[config.mk]
export PLATFORM = sky130hd
export DESIGN_NAME = banco_arbiter
export DESIGN_NICKNAME = d
export VERILOG_FILES = /design/src/rtl/banco_arbiter.sv
export SDC_FILE = /design/constraint.sdc
export NUM_CORES = 1
export LEC_CHECK = 0
export BUFFER_PORTS_ARGS = -buffer_cell sky130_fd_sc_hd__buf_2
export CAP_MARGIN = 10
export CORE_MARGIN = 3
export CORE_UTILIZATION = 45
export DETAILED_ROUTE_END_ITERATION = 10
export PLACE_DENSITY = 0.82
export REMOVE_ABC_BUFFERS = 1
export SLEW_MARGIN = 20
export SYNTH_ARGS = -nofsm -noshare
export SYNTH_HDL_FRONTEND = slang
export SYNTH_SLANG_ARGS = --single-unit
[constraint.sdc]
create_clock -name clk1 -period 2.1 [get_ports clk1]
set_clock_uncertainty 0.15 [all_clocks]
set_input_delay 0.105 -clock clk1 [delete_from_list [all_inputs] [get_ports clk1]]
set_output_delay 0.105 -clock clk1 [all_outputs]
set_load 0.02 [all_outputs]
[src/rtl/banco_arbiter.sv]
// Two-client round-robin arbiter sharing the BancoRegistro write port and read port A.
// Each granted request runs IDLE -> ACCESS -> ACK; every output is registered.
module banco_arbiter #(
    parameter int unsigned ADDR_W   = 3,
    parameter int unsigned DATA_W   = 4,
    parameter bit          PROTECT0 = 1'b0
) (
    input  logic              clk1,
    input  logic              rst1,
    input  logic              req0,
    input  logic              req1,
    input  logic              we0,
    input  logic              we1,
    input  logic [ADDR_W-1:0] addr0,
    input  logic [ADDR_W-1:0] addr1,
    input  logic [DATA_W-1:0] dat0,
    input  logic [DATA_W-1:0] dat1,
    output logic              ack0,
    output logic              ack1,
    output logic [DATA_W-1:0] rdata0,
    output logic [DATA_W-1:0] rdata1,
    output logic              busy,
    output logic [ADDR_W-1:0] addrW,
    output logic [DATA_W-1:0] datW,
    output logic              RegWrite,
    output logic [ADDR_W-1:0] addrRa,
    input  logic [DATA_W-1:0] datOutRa
);

    typedef enum logic [1:0] {StIdle, StAccess, StAck} stateT;

    stateT             stateQ, stateD;
    logic              lastQ, lastD;
    logic              gntIdQ, gntIdD;
    logic              gntWeQ, gntWeD;
    logic [ADDR_W-1:0] addrQ, addrD;
    logic [DATA_W-1:0] datWD;
    logic [DATA_W-1:0] rdata0D, rdata1D;
    logic              regWriteD, ack0D, ack1D, busyD;

    logic              grantId;
    logic              grantWe;
    logic [ADDR_W-1:0] grantAddr;
    logic [DATA_W-1:0] grantDat;

    // On a tie the client not served last wins.
    always_comb begin
        if (req0 && req1) begin
            grantId = ~lastQ;
        end else begin
            grantId = req1;
        end
        grantWe   = grantId ? we1   : we0;
        grantAddr = grantId ? addr1 : addr0;
        grantDat  = grantId ? dat1  : dat0;
    end

    always_comb begin
        stateD    = stateQ;
        lastD     = lastQ;
        gntIdD    = gntIdQ;
        gntWeD    = gntWeQ;
        addrD     = addrQ;
        datWD     = datW;
        rdata0D   = rdata0;
        rdata1D   = rdata1;
        regWriteD = 1'b0;
        ack0D     = 1'b0;
        ack1D     = 1'b0;

        unique case (stateQ)
            StIdle: begin
                if (req0 || req1) begin
                    stateD    = StAccess;
                    lastD     = grantId;
                    gntIdD    = grantId;
                    gntWeD    = grantWe;
                    addrD     = grantAddr;
                    datWD     = grantDat;
                    regWriteD = grantWe && !(PROTECT0 && (grantAddr == '0));
                end
            end
            StAccess: begin
                stateD = StAck;
                if (!gntWeQ) begin
                    if (gntIdQ) begin
                        rdata1D = datOutRa;
                    end else begin
                        rdata0D = datOutRa;
                    end
                end
                ack0D = !gntIdQ;
                ack1D = gntIdQ;
            end
            StAck: begin
                stateD = StIdle;
            end
            default: begin
                stateD = StIdle;
            end
        endcase

        busyD = (stateD != StIdle);
    end

    always_ff @(posedge clk1) begin
        if (!rst1) begin
            stateQ   <= StIdle;
            lastQ    <= 1'b1;
            gntIdQ   <= 1'b0;
            gntWeQ   <= 1'b0;
            addrQ    <= '0;
            datW     <= '0;
            rdata0   <= '0;
            rdata1   <= '0;
            RegWrite <= 1'b0;
            ack0     <= 1'b0;
            ack1     <= 1'b0;
            busy     <= 1'b0;
        end else begin
            stateQ   <= stateD;
            lastQ    <= lastD;
            gntIdQ   <= gntIdD;
            gntWeQ   <= gntWeD;
            addrQ    <= addrD;
            datW     <= datWD;
            rdata0   <= rdata0D;
            rdata1   <= rdata1D;
            RegWrite <= regWriteD;
            ack0     <= ack0D;
            ack1     <= ack1D;
            busy     <= busyD;
        end
    end

    // One captured address serves both bank ports.
    assign addrW  = addrQ;
    assign addrRa = addrQ;

endmodule

* After elaboration in Yosys (flattened, before gate mapping)
Cells that the tools add are included.
** Word-level totals
- Register bits :: 24
- Bits in latches :: 0
- Memory bits (writable) :: 0
- ROM bits :: 0
- Bits of input ports :: 24
- Output and inout port bits :: 22
- Word-level logic and storage cells :: 32
- Memories :: 0
** Cells by class
- Add/sub/neg operators :: 0
- $mul :: 0
- Div/mod/pow operators :: 0
- Order comparisons :: 0
- Equal/unequal tests :: 1
- Shift operators :: 0
- Muxes and demuxes :: 6
- Bitwise gates (word level) :: 3
- Reductions and logical operators :: 10
** Operator list (number)
- 3-bit AND reduction :: 3
- 4-bit 2-to-1 mux :: 1
- 2-bit one-hot mux with 2 select lines :: 1
- 2-bit AND reduction :: 2
- 3-bit 2-to-1 mux :: 1
- 1-bit NOT :: 3
- 2-bit by 1-bit equality test with 1-bit output, second input constant :: 1
- 2-bit zero test :: 1
- 1-bit 2-to-1 mux :: 2
- 2-bit 2-to-1 mux :: 1
- 2-bit nonzero test :: 1
- 1-bit logical AND :: 1
- 1-bit zero test :: 1
- 1-bit logical OR :: 1

* Logic depth before layout (Yosys ltp)
- Depth in word-level cells :: 4
- Gate-level depth with buffers :: 4
- Mapped depth without buffers :: 3

* Worst setup path before layout
OpenSTA, ideal clock, no wires.
- Path kind :: register -> register
- From :: register lastQ
- To :: register gntWeQ
- Arrival time :: 0.921 ns
- Required time :: 1.818 ns
- Slack :: 0.897 ns
- Stages on the path, launching flop included :: 5
- Path buffers :: 1
- Clock period less this slack :: 1.203 ns
- Cell sequence :: dfxtp_1 -> a21bo_1 -> buf_4 -> mux2i_1 -> a211oi_2
** On the way
- Word-level cells in the longest chain between the ends :: 3
** RTL lines
- from (decl) :: RTL line 33 : logic lastQ, lastD;
- from (signal assigned) :: RTL line 122 : lastQ <= lastD;
- 1-bit NOT :: RTL line 49 : grantId = ~lastQ;
- 1-bit 2-to-1 mux :: RTL line 48 : if (req0 && req1) begin
- 1-bit 2-to-1 mux :: RTL line 53 : grantWe = grantId ? we1 : we0;
- to (signal assigned) :: RTL line 124 : gntWeQ <= gntWeD;
- to (decl) :: RTL line 35 : logic gntWeQ, gntWeD;
Every way passes these cells.
A chain may end at the register's enable or synchronous reset.

* Worst setup path after layout
- From :: register stateQ[1]
- To :: register addrQ[1] (netlist: addrRa[1])
** On the way
- Word-level cells in the longest chain between the ends :: 2
** RTL lines
- from (decl) :: RTL line 32 : stateT stateQ, stateD;
- from (signal assigned) :: RTL line 108 : stateQ <= StIdle;
- from (signal assigned) :: RTL line 121 : stateQ <= stateD;
- 2-bit zero test :: RTL line 71 : unique case (stateQ)
- 2-bit AND reduction (no line)
- to (signal assigned) :: RTL line 125 : addrQ <= addrD;
- to (decl) :: RTL line 36 : logic [ADDR_W-1:0] addrQ, addrD;
Every way passes these cells.

==> impl_metrics.json <==
{
  "status": "complete, no violations",
  "grt_use_total": 0.189,
  "final_common_cell": "buf_2",
  "path_clk_slew_ns": 0.12,
  "endpoint_kind": "flip-flop",
  "grt_pass1_vias": 984,
  "layout_common_cells": "buf_2 (45), dfxtp_1 (24), nand2_1 (24)",
  "peakVddDrop_mv": 0.492,
  "rsz0062_at_grt": "no",
  "synth_top_area_cell": "dfxtp_1",
  "diodes": 0,
  "final_core_util": 0.728,
  "worstMarginPinSlew_ns": 0.442,
  "ys_seq_elements": 24,
  "avgSynthCellArea_um2": 9.18,
  "io_buffers": 45,
  "ys_warn_count": 0,
  "r2r_slack_ns": 0.17,
  "routed_via_density": 5.05,
  "num_io_pins": 46,
  "p_per_area_nw_per_um2": 738,
  "p_leak_nw": 0.713,
  "nNetsFinal": 199,
  "drv_slew": 0,
  "muxShareOfSynthArea": 0.00973,
  "cts_max_level": 1,
  "met3_length_um": 200,
  "synth_compound_area_frac": 0.237,
  "drive_gt1_frac": 0.356,
  "gr-total-overflow": 0,
  "postRouteAntennaNets": 0,
  "wl_met2_um": 1180,
  "clock_latency_ns": 0.31,
  "gp_congestion": 0.759,
  "cts_tree": "built",
  "fin_crit_ns": 1.93,
  "cts_setup_buffers": 0,
  "syn-cell-area_um2": 1030,
  "maxSlewHeadroom": 0.705,
  "cts_buffers": 3,
  "holdCritPathClass": "in -> reg",
  "dieArea_um2": 2890,
  "synth_top_family_by_area": "compound AO/OA/AOI/OAI gates",
  "cp_data_required_time_ns": 2.16,
  "synthAdderAreaFrac": 0,
  "synthTopCellsByArea": "dfxtp_1 (47%), a311oi_2 (10%), nand2_1 (8.8%)",
  "yosysUniqueCellTypes": 27,
  "routedWlPerCell_um": 12.1,
  "core-area_um2": 2060,
  "highest_layer": "met4",
  "hold_viol": 0,
  "final.setup.tns_ns": 0,
  "hpwl_um": 1620,
  "fin_crit_sh": 0.918,
  "wl_met1_um": 1030,
  "grt_max_degree": 23,
  "syn2layout_area_growth_pct": 46.0,
  "cts_sinks": 24,
  "antenna_found_initial": 0,
  "syn_inst": 112,
  "die_w_um": 53.8,
  "maxCapViolations": 0,
  "firstDrtPassIters": 3,
  "wl_um": 2440,
  "yosysTopAreaCellShare": 0.467,
  "die_h_um": 53.8,
  "synth_simple_gate_area_frac": 0.213,
  "arrival_ns": 1.99,
  "start_kind": "flip-flop",
  "max_freq_mhz": 519,
  "start_util": 0.499,
  "fillers": 158,
  "first_iter_violations": 22,
  "cts_root_buf": "clkbuf_4",
  "worst-path-max-fanout": 8,
  "row_count": 16,
  "setup_viol": 0,
  "synthXorXnorAreaFrac": 0,
  "crit_type": "reg -> reg",
  "yosysSeqAreaShare": 0.467,
  "clockBufferDepth": 2,
  "vias": 1015,
  "grt_pass1_wl_um": 3950,
  "drc_errors": 0
}
## final timing paths
path | startpoint | to | cells after the start
worst max register to register | stateQ[1]$_SDFF_PN0_ | addrRa[1]$_SDFFE_PN0P_ | 4
worst min-delay path | req0 | lastQ$_SDFFE_PN1P_ | 3
worst min register to register | rdata1[1]$_SDFFE_PN0P_ | rdata1[1]$_SDFFE_PN0P_ | 2
worst max-delay path | stateQ[1]$_SDFF_PN0_ | addrRa[1]$_SDFFE_PN0P_ | 4
## cells in the mapped netlist (all sizes together)
master,number
a211oi,1
a21bo,1
a21boi,2
a21oi,9
a311oi,7
and2,1
and3,2
buf,9
clkbuf,1
dfxtp,24
inv,3
mux2i,1
nand2,24
nand3,9
nor2,3
nor2b,1
nor3,1
nor4b,1
nor4bb,1
o21a,1
o21ai,9
or2,1
## cells by family after synthesis
group,after synthesis
flip-flops,24
AO/OA/AOI/OAI,30
multiplexers,1
AND/OR/NAND/NOR,44
buffers and inverters,13
## registers in the layout (all words and copies together) (netlist names)
name      count
stateQ        2
busy          1
addrRa        3
rdata0        4
gntIdQ        1
gntWeQ        1
rdata1        4
ack0          1
lastQ         1
ack1          1
datW          4
RegWrite      1
## repair_timing
action,CTS,global route
hold buffers,21,0
gates resized for setup,0,0
endpoints found under the hold margin,17,0
endpoints found under the setup margin,0,0
## per-layer routing
| metal | up-vias | GRT usage |
|---|---|---|
| met5 | - | 0 |
| met4 | 0 | 0.0979 |
| met3 | 4 | 0.0360 |
| met2 | 44 | 0.359 |
| met1 | 458 | 0.190 |
| li1 | 509 | - |
## metrics by stage
step	power [mW]	hold WS, ns	instances	setup slack, ns	area [um^2]
finish	1.11	0.0141	201	0.172	1500
global route	1.16	0.0254	201	0.0516	1500
CTS	1.11	0.00655	201	0.204	1500
detailed placement	0.745	0.206	176	0.638	1240
global placement	0.740	0.192	176	0.704	1240
floorplan	0.662	0.0350	102	0.561	965
## worst max-delay path, cell delays in order, from the launching register on
cell and delay [ns]:
dfxtp_1 0.39, nor2_2 0.12, and2_1 0.41, a311oi_2 0.17
dlygate4sd3_1 0.59
## area by class of cell
class                   count  area [um^2]  share of cell area
well taps                  27         33.8              0.0225
multi-input cells          75          473               0.315
clock buffers               3         22.5              0.0150
repair buffers             68          450               0.300
flip-flops and latches     24          480               0.320
clock inverters             1         30.0              0.0200
inverters                   3         11.3             0.00750
## power breakdown
group	switching [mW]	leakage [nW]	internal (mW)	total, mW
sequential	0.0253	0.197	0.491	0.516
clock	0.133	0.0279	0.193	0.326
combinational	0.142	0.488	0.123	0.266
total	0.300	0.713	0.807	1.11
No activity file was read; power rests on OpenSTA's default activity.
